--- src/rtl/alu_pkg.sv ---
// Shared ALU definitions: mux select codes and the default result width.
package alu_pkg;

    typedef enum logic [1:0] {
        OP_PASS  = 2'd0,
        OP_PLUS  = 2'd1,
        OP_MINUS = 2'd2,
        OP_MULT  = 2'd3
    } alu_op_e;

    localparam int ALU_DW = 8;
    localparam int OP_W   = 2;

endpackage

--- src/rtl/alu_result_buffer_if.sv ---
// Producer/consumer handshake bundle around the ALU result buffer.
interface alu_result_buffer_if
    import alu_pkg::*;
#(
    parameter int DW = ALU_DW
);
    logic            in_valid;
    logic            in_ready;
    logic [DW-1:0]   in_data;
    logic [OP_W-1:0] in_op;
    logic            out_valid;
    logic            out_ready;
    logic [DW-1:0]   out_data;
    logic [OP_W-1:0] out_op;

    modport slave (
        input  in_valid, in_data, in_op, out_ready,
        output in_ready, out_valid, out_data, out_op
    );

    modport master (
        output in_valid, in_data, in_op, out_ready,
        input  in_ready, out_valid, out_data, out_op
    );
endinterface

--- src/rtl/result_fifo.sv ---
// Registered FIFO of DEPTH entries; no fall-through, read data zeroed when empty.
module result_fifo #(
    parameter int DEPTH = 4,
    parameter int EW    = 10
) (
    input  logic                     clk,
    input  logic                     reset,
    input  logic                     wr_req,
    input  logic [EW-1:0]            wr_data,
    output logic                     wr_ready,
    output logic                     rd_valid,
    output logic [EW-1:0]            rd_data,
    input  logic                     rd_req,
    output logic [$clog2(DEPTH):0]   count
);
    localparam int PW = $clog2(DEPTH);
    localparam int CW = PW + 1;

    logic [EW-1:0] mem [DEPTH];
    logic [PW-1:0] wr_ptr;
    logic [PW-1:0] rd_ptr;
    logic          push;
    logic          pop;

    // Flow control depends only on registered occupancy.
    assign wr_ready = (count != CW'(DEPTH));
    assign rd_valid = (count != '0);
    assign push     = wr_req & wr_ready;
    assign pop      = rd_valid & rd_req;

    // Empty (including reset) shows zero so stale storage never leaks out.
    assign rd_data  = rd_valid ? mem[rd_ptr] : '0;

    // Pointer and occupancy tracking; pointers wrap naturally at DEPTH.
    always_ff @(posedge clk or posedge reset) begin
        if (reset) begin
            wr_ptr <= '0;
            rd_ptr <= '0;
            count  <= '0;
        end else begin
            if (push) wr_ptr <= wr_ptr + 1'b1;
            if (pop)  rd_ptr <= rd_ptr + 1'b1;
            unique case ({push, pop})
                2'b10:   count <= count + 1'b1;
                2'b01:   count <= count - 1'b1;
                default: count <= count;
            endcase
        end
    end

    // Storage is not reset; occupancy alone decides what is visible.
    always_ff @(posedge clk) begin
        if (push) mem[wr_ptr] <= wr_data;
    end

endmodule

--- src/rtl/alu_result_buffer.sv ---
// Buffers ALU mux results with their select codes and keeps a running sum.
module alu_result_buffer
    import alu_pkg::*;
#(
    parameter int DEPTH = 4,
    parameter int DW    = ALU_DW,
    parameter int AW    = 12
) (
    input  logic                   clk,
    input  logic                   reset,
    alu_result_buffer_if.slave     bus,
    output logic [$clog2(DEPTH):0] count,
    output logic [AW-1:0]          acc,
    output logic                   acc_ovf,
    input  logic                   acc_clr
);
    localparam int EW = DW + OP_W;

    logic [EW-1:0] rd_entry;
    logic          push;
    logic [AW-1:0] acc_base;
    logic [AW:0]   acc_sum;

    result_fifo #(
        .DEPTH (DEPTH),
        .EW    (EW)
    ) u_fifo (
        .clk      (clk),
        .reset    (reset),
        .wr_req   (bus.in_valid),
        .wr_data  ({bus.in_data, bus.in_op}),
        .wr_ready (bus.in_ready),
        .rd_valid (bus.out_valid),
        .rd_data  (rd_entry),
        .rd_req   (bus.out_ready),
        .count    (count)
    );

    assign bus.out_data = rd_entry[EW-1:OP_W];
    assign bus.out_op   = rd_entry[OP_W-1:0];

    assign push = bus.in_valid & bus.in_ready;

    // A clear in the same cycle as a push zeroes the base before adding.
    assign acc_base = acc_clr ? '0 : acc;
    assign acc_sum  = {1'b0, acc_base} + (AW+1)'(bus.in_data);

    // Running sum of accepted results with a sticky wrap flag.
    always_ff @(posedge clk or posedge reset) begin
        if (reset) begin
            acc     <= '0;
            acc_ovf <= 1'b0;
        end else if (push) begin
            acc     <= acc_sum[AW-1:0];
            acc_ovf <= (acc_ovf & ~acc_clr) | acc_sum[AW];
        end else if (acc_clr) begin
            acc     <= '0;
            acc_ovf <= 1'b0;
        end
    end

endmodule

--- src/flat_wrapper.sv ---
// flat-port wrapper written by rule: the top's interface ports become plain ports
module alu_result_buffer_flat import alu_pkg::*;
#(
    parameter int DEPTH = 4,
    parameter int DW    = ALU_DW,
    parameter int AW    = 12
)
  (clk, reset, count, acc, acc_ovf, acc_clr, bus_in_valid, bus_in_data, bus_in_op, bus_out_ready, bus_in_ready, bus_out_valid, bus_out_data, bus_out_op);
  alu_result_buffer_if #(.DW(DW)) bus_i ();
  input  logic clk;
  input  logic reset;
  output logic [$clog2(DEPTH):0] count;
  output logic [AW-1:0] acc;
  output logic acc_ovf;
  input  logic acc_clr;
  input wire logic [$bits(bus_i.in_valid)-1:0] bus_in_valid;
  input wire logic [$bits(bus_i.in_data)-1:0] bus_in_data;
  input wire logic [$bits(bus_i.in_op)-1:0] bus_in_op;
  input wire logic [$bits(bus_i.out_ready)-1:0] bus_out_ready;
  output wire logic [$bits(bus_i.in_ready)-1:0] bus_in_ready;
  output wire logic [$bits(bus_i.out_valid)-1:0] bus_out_valid;
  output wire logic [$bits(bus_i.out_data)-1:0] bus_out_data;
  output wire logic [$bits(bus_i.out_op)-1:0] bus_out_op;
  assign bus_i.in_valid = bus_in_valid;
  assign bus_i.in_data = bus_in_data;
  assign bus_i.in_op = bus_in_op;
  assign bus_i.out_ready = bus_out_ready;
  assign bus_in_ready = bus_i.in_ready;
  assign bus_out_valid = bus_i.out_valid;
  assign bus_out_data = bus_i.out_data;
  assign bus_out_op = bus_i.out_op;
  alu_result_buffer #(.DEPTH(DEPTH), .DW(DW), .AW(AW)) u_core (.clk(clk), .reset(reset), .bus(bus_i), .count(count), .acc(acc), .acc_ovf(acc_ovf), .acc_clr(acc_clr));
endmodule
--- config.mk ---
export PLATFORM = sky130hd
export DESIGN_NAME = alu_result_buffer_flat
export DESIGN_NICKNAME = d
export VERILOG_FILES = /design/src/rtl/alu_pkg.sv /design/src/rtl/alu_result_buffer_if.sv /design/src/rtl/result_fifo.sv /design/src/rtl/alu_result_buffer.sv /design/src/flat_wrapper.sv
export SDC_FILE = /design/constraint.sdc
export NUM_CORES = 1
export LEC_CHECK = 0
export CORE_ASPECT_RATIO = 1.1
export CORE_UTILIZATION = 41
export DETAILED_ROUTE_END_ITERATION = 7
export DONT_BUFFER_PORTS = 1
export GPL_TIMING_DRIVEN = 0
export PLACE_DENSITY = 0.61
export SYNTH_ARGS = -nofsm -noshare
export SYNTH_HDL_FRONTEND = slang
export SYNTH_SLANG_ARGS = --single-unit
export TNS_END_PERCENT = 100
--- constraint.sdc ---
create_clock -name clk -period 2.7 [get_ports clk]
set_input_delay 0.54 -clock clk [delete_from_list [all_inputs] [get_ports clk]]
set_output_delay 0.54 -clock clk [all_outputs]
set_load 0.01 [all_outputs]
Yosys cells after proc, flatten, opt, wreduce, memory -nomap -nowiden
Memory sizes are Yosys's and may differ from the RTL's.
Index checks and enable logic that the tools add are counted.
{ "totals": {"output_inout_bits": 28, "romBits": 0, "latchBits": 0, "register_bits": 20, "memories": 1, "input_bits": 15, "ramBits": 40, "wordCells": 30} }
{ "mem_list": {"columns": ["memory", "depth", "word_bits", "read_ports", "rd_clocked_by_memory_dff", "write_ports", "line", "text"], "rows": [
  ["u_core.u_fifo.mem", 4, 10, 1, 0, 1, "result_fifo.sv:19", "logic [EW-1:0] mem [DEPTH];"]
]} }
{ "op_classes": {"n_reduce_logical": 3, "muxes": 8, "multipliers": 0, "shifts": 0, "order_cmp": 0, "n_eq_ne": 3, "div": 0, "bitwise_logic": 5, "addsub": 5} }
{ "op_table": {"columns": ["op", "count"], "rows": [
  ["12-bit two-way mux", 2],
  ["12-bit by 8-bit adder with 13-bit output", 1],
  ["10-bit two-way mux", 1],
  ["3-bit one-hot mux with 2 select lines", 1],
  ["2-bit by 1-bit adder with 2-bit output, second input constant", 2],
  ["1-bit two-way mux", 4],
  ["2-bit nonzero test", 2],
  ["3-bit by 1-bit adder with 3-bit output, second input constant", 1],
  ["1-bit bitwise AND", 3],
  ["3-bit != test, second input constant", 1],
  ["3-bit nonzero test", 1],
  ["3-bit by 1-bit subtractor with 3-bit output, second input constant", 1],
  ["2-bit by 1-bit == test with 1-bit output, second input constant", 1],
  ["2-bit == test, second input constant", 1],
  ["1-bit NOT", 1],
  ["1-bit OR", 1]
]} }

Depth between registers and ports, before layout
{ "depth": {"ltp_word": 4, "ltp_mapped": 11, "depth_no_buf": 9} }

By module
Synthesis repeated with hierarchy kept, for this count alone.
{ "hier_totals": {"hier_cells": 218, "area_unflattened_um2": 2986.6} }
{ "by_module_without_submodules": {"columns": ["mod", "area_per_inst_um2", "seq_area_each_um2", "cells_each", "instances"], "rows": [
  ["result_fifo", 1933.1, 1376.3, 101, 1],
  ["alu_result_buffer", 1053.5, 325.3, 117, 1]
]} }

Worst setup path before layout
No wires, ideal clock.
{ "synth_path": {"kind": "reg2reg", "startpoint": "register u_core.u_fifo.count[0]", "endpoint": "register u_core.u_fifo.count[2]", "path_slack_ps": 249, "t_required_ps": 2621, "period_less_slack_ps": 2451, "arrival_time_ps": 2371, "setup_ps": 79, "stages_incl_launch_ff": 12, "n_path_buf": 2, "cell_sequence": "dfrtp_1 -> or3b_4 -> and2_4 -> buf_6 -> inv_2 -> buf_4 -> ha_1 -> inv_1 -> fa_1 -> xor2_1 -> nor2_1 -> xor2_1"} }
{ "synth_via": {"elab_chain_len": 4, "elab_cells_between_ends": 10, "classes_between": "add/sub (2); eq/ne (3); mux (1); bitwise (2); reduce/logical (2)"} }
{ "synth_lines": {"columns": ["item", "line", "text"], "rows": [
  ["start: declaration", "result_fifo.sv:14", "output logic [$clog2(DEPTH):0] count"],
  ["start signal: assignment", "result_fifo.sv:44", "2'b10: count <= count + 1'b1;"],
  ["start signal: assignment", "result_fifo.sv:45", "2'b01: count <= count - 1'b1;"],
  ["start signal: assignment", "result_fifo.sv:46", "default: count <= count;"],
  ["3-bit != test (*)", "result_fifo.sv:26", "assign wr_ready = (count != CW'(DEPTH));"],
  ["named net bus_in_ready", "flat_wrapper.sv:20", "output wire logic [$bits(bus_i.in_ready)-1:0] bus_in_ready;"],
  ["1-bit bitwise AND (*)", "result_fifo.sv:28", "assign push = wr_req & wr_ready;"],
  ["2-bit by 1-bit == test with 1-bit output or 2-bit == test (tied branches)", "result_fifo.sv:43", "unique case ({push, pop})"],
  ["3-bit one-hot mux with 2 select lines or 2-bit nonzero test (tied branches)", null, null]
]} }
Mark *: on every way through the listed nets, which the timed path passes. The rest lies on a longest branch.
A chain may end at the register's enable or synchronous reset.

Worst setup path after layout
{ "layout_path": {"startpoint": "register u_core.u_fifo.count[1]", "endpoint": "register u_core.u_fifo.count[2]"} }
The elaborated chain is that of the path after synthesis.

==> metrics.txt <==
grt total ovfl=0; Root Buffer=sky130_fd_sc_hd__clkbuf_8; slew margin rel.=0.440; CP max stage cell=sky130_fd_sc_hd__or3b_4; number of max-capacitance violations reported=0; syn_area_per_cell=14.2 µm²; Vias per Instance=5.24; critical setup path kind=flip-flop to flip-flop; initial antenna violation count=0; clock slew seen by the registers of the worst setup and hold paths=0.07 ns; portion of the clock cycle consumed by the worst path in the final layout=0.928; die width=81.6 µm; clock tree from TritonCTS=yes; number of DRC markers after the initial detailed-route iteration=93; kind of capture point of the worst setup path=flip-flop; commonest cells after routing, fill and taps aside=sky130_fd_sc_hd__edfxtp_1, sky130_fd_sc_hd__dfrtp_1, sky130_fd_sc_hd__and2_1, sky130_fd_sc_hd__ha_1, sky130_fd_sc_hd__nand2_1; area of the die=7300 µm²; layout-stage area growth over the synthesis result=11.2%; post-CTS setup-driven buffer insertion count=0; actual transition at the worst max-transition pin=0.839 ns; IO Port Bufs=0; critical path launch point type=flip-flop; fraction of layout cells with a size suffix above 1=0.221; run status=complete, no violations; Num CTS Buffers=9; setup repair after global routing missed its margin=no; insertion delay to the later sink of the worst-skew pair=0.33 ns; CP max stage delay=0.45 ns; achievable clock frequency=399 MHz; filler cell count=615; # H-tree levels=3; final critical delay including setup and external delays=2.51 ns; vias in the first global route=1615; total wirelength of the detailed-routed design=5180 µm; maximum number of buffers from clock root to sink=2; worst-path fanout max=10; cell seen most often among critical-path stages=sky130_fd_sc_hd__xor2_1; Yosys Warn Count=0; # rows=31; # nets final=242; number of vias after detailed routing=1568; core region area=6670 µm²; count of pins on the block boundary=43; detailed-placement wirelength estimate=3620 µm; number of iterations in the first detailed-routing pass=4; routability congestion estimate from global placement=0.815; share of synthesized area occupied by flip-flops and latches=0.596; static leakage=1.21 nW; areal power density over the cells=1020 nW/µm²; worst hold-check path type=input port to async pin; VDD IR max=0.000489 V; global-route wire length before repair=8290 µm; total of endpoints with negative setup slack in the final report=0; count of mapped cells out of synthesis=201; most common cell after layout, fill and taps aside=sky130_fd_sc_hd__edfxtp_1; PnR worst setup slack=0.194 ns; number of remaining DRC errors=0; setup TNS after final layout=0 ns; maximum number of pins on one net before global-route repair=21; Post-Synthesis Net Count=231; DR WL/cell=17.3 µm; Initial Utilization=0.428; buffering stage count on the worst path with inverters included=4; antenna fix cells=0; Reg area=1710 µm²; flip-flop and latch count after synthesis=60; height of the die=89.5 µm; number of clock sinks seen by CTS=60; arrival time at the worst endpoint=2.74 ns; clk_skew=0.0103 ns; multi-input gate area in the final layout=1090 µm²; hold-fix buffer count after cts=0; DRT antenna net count=0; cell-by-cell listing of the critical path=or3b_4 -> and2_4 -> buf_6 -> inv_4 -> buf_8 -> ha_4 -> inv_1 -> fa_1 -> xor2_1 -> nor2_1 -> xor2_1; synthesized area=2860 µm²; final hold violations=0; Post-Place Setup Slack=0.0178 ns; number of max-slew violations in the final report=0; data required time of the worst path=2.94 ns; cell class contributing the biggest share of worst-path delay=simple AND/OR/NAND/NOR gates; combined global-route utilization of all metal layers=0.165; Netlist cell types=40
## what timing repair did
action,4_1_cts,5_1_grt
pin swaps,0,4
gates resized for setup,1,7
setup endpoints to repair,1,1
## flip-flops by register name, summed over array words and instances, names as in the netlist
signal and count:
u_core.acc_ovf 1, u_core.acc 12, u_core.u_fifo.mem 40, u_core.u_fifo.rd_ptr 2
u_core.u_fifo.count 3, u_core.u_fifo.wr_ptr 2
## through the flow
step	hold slack, ns	power, mW	area (µm²)	cells	utilization
floorplan	0.504	2.25	2860	201	-
global placement	0.550	2.45	2960	283	0.443
detailed placement	0.556	2.47	2960	283	0.443
CTS	0.285	3.25	3150	299	0.472
global route	0.280	3.45	3180	299	0.476
finish	0.271	3.23	3180	299	0.476
## area by class of cell
type,instances,share of cell area
Sequential cell,60,0.537
Inverter,11,0.0138
Tap cell,82,0.0323
Clock inverter,7,0.0213
Buffer,6,0.0134
Multi-Input combinational cell,124,0.343
Clock buffer,9,0.0390
## worst register-to-register path: stages, from the launching register on
cell and delay (ns):
sky130_fd_sc_hd__dfrtp_2 0.44, sky130_fd_sc_hd__or3b_4 0.45, sky130_fd_sc_hd__and2_4 0.18, sky130_fd_sc_hd__buf_6 0.14, sky130_fd_sc_hd__inv_4 0.09, sky130_fd_sc_hd__buf_8 0.14, sky130_fd_sc_hd__ha_4 0.13, sky130_fd_sc_hd__inv_1 0.04
sky130_fd_sc_hd__fa_1 0.37, sky130_fd_sc_hd__xor2_1 0.15, sky130_fd_sc_hd__nor2_1 0.13, sky130_fd_sc_hd__xor2_1 0.16
## cell families (layout without fill, tap and decap cells)
kind of cell	count (synthesis)	count (layout)	synth area share
DFF	60	60	0.596
muxes	15	15	0.0977
AOI/OAI and AO/OA	23	23	0.0486
adders and majority gates	15	15	0.0710
xor gates and xnor gates	14	14	0.0429
and+or+nand+nor	57	57	0.117
buffers and inverters	17	33	0.0267
## where the power goes
group	internal, mW	total, mW	leakage (nW)	switching, mW
sequential	1.24	1.40	0.617	0.160
combinational	0.489	1.06	0.496	0.570
clock	0.421	0.770	0.0926	0.350
total	2.14	3.23	1.21	1.08
## layer usage
metal  GRT usage  routed length, µm  vias up
li1            -                  -      755
met1       0.210               2350      775
met2       0.256               2510       36
met3      0.0510                285        2
met4      0.0763                 32        0
met5           0                  0        -
## worst paths after layout
path | from | end | slack [ns] | depth (start not counted)
setup / recovery | u_core.u_fifo.count[1] | u_core.u_fifo.count[2] | 0.19 | 11
hold / removal | reset | u_core.u_fifo.rd_ptr[0] | 0.27 | 1
setup reg to reg | u_core.u_fifo.count[1] | u_core.u_fifo.count[2] | 0.19 | 11
hold reg to reg | u_core.u_fifo.count[2] | u_core.u_fifo.count[2] | 0.52 | 1
max in group asynchronous | reset | u_core.u_fifo.count[1] | 1.85 | 1
min in group clk | bus_in_data[0] | u_core.u_fifo.mem[0][2] | 0.30 | 0
## cells in the mapped netlist
master                      n  area [µm²]
sky130_fd_sc_hd__a22oi_1    1        7.51
sky130_fd_sc_hd__o22ai_1    1        6.26
sky130_fd_sc_hd__nand3_2    1        10.0
sky130_fd_sc_hd__nand2_1   11        41.3
sky130_fd_sc_hd__and3_2     4        30.0
sky130_fd_sc_hd__a21o_1     1        7.51
sky130_fd_sc_hd__nor3_1     1        5.00
sky130_fd_sc_hd__o21ai_0    6        30.0
sky130_fd_sc_hd__clkbuf_1   3        11.3
sky130_fd_sc_hd__and4_2     2        20.0
sky130_fd_sc_hd__o21ai_2    1        8.76
sky130_fd_sc_hd__and2_4     1        8.76
sky130_fd_sc_hd__edfxtp_1  40        1200
sky130_fd_sc_hd__dfrtp_1   20         500
sky130_fd_sc_hd__nor2_1     5        18.8
sky130_fd_sc_hd__mux2_2     3        33.8
sky130_fd_sc_hd__nand4_1    1        6.26
sky130_fd_sc_hd__mux4_2    10         225
sky130_fd_sc_hd__and2_1    12        75.1
sky130_fd_sc_hd__a32o_1     1        10.0
sky130_fd_sc_hd__inv_1     10        37.5
sky130_fd_sc_hd__o211ai_1   1        7.51
sky130_fd_sc_hd__or3_2      1        7.51
sky130_fd_sc_hd__or3b_4     1        11.3
sky130_fd_sc_hd__ha_1      13         163
sky130_fd_sc_hd__nand3_1    5        25.0
sky130_fd_sc_hd__buf_4      1        7.51
sky130_fd_sc_hd__a21oi_1    9        45.0
sky130_fd_sc_hd__inv_2      1        3.75
sky130_fd_sc_hd__mux2i_1    2        20.0
sky130_fd_sc_hd__fa_1       2        40.0
sky130_fd_sc_hd__a31o_2     1        8.76
sky130_fd_sc_hd__xnor2_1    9        78.8
sky130_fd_sc_hd__and3_1     1        6.26
sky130_fd_sc_hd__nand2b_1   3        18.8
sky130_fd_sc_hd__a211oi_1   1        7.51
sky130_fd_sc_hd__nor2b_1    8        50.1
sky130_fd_sc_hd__xor2_1     5        43.8
sky130_fd_sc_hd__buf_6      1        11.3
sky130_fd_sc_hd__buf_2      1        5.00
Note: power is estimated with default switching activity, not from simulation.
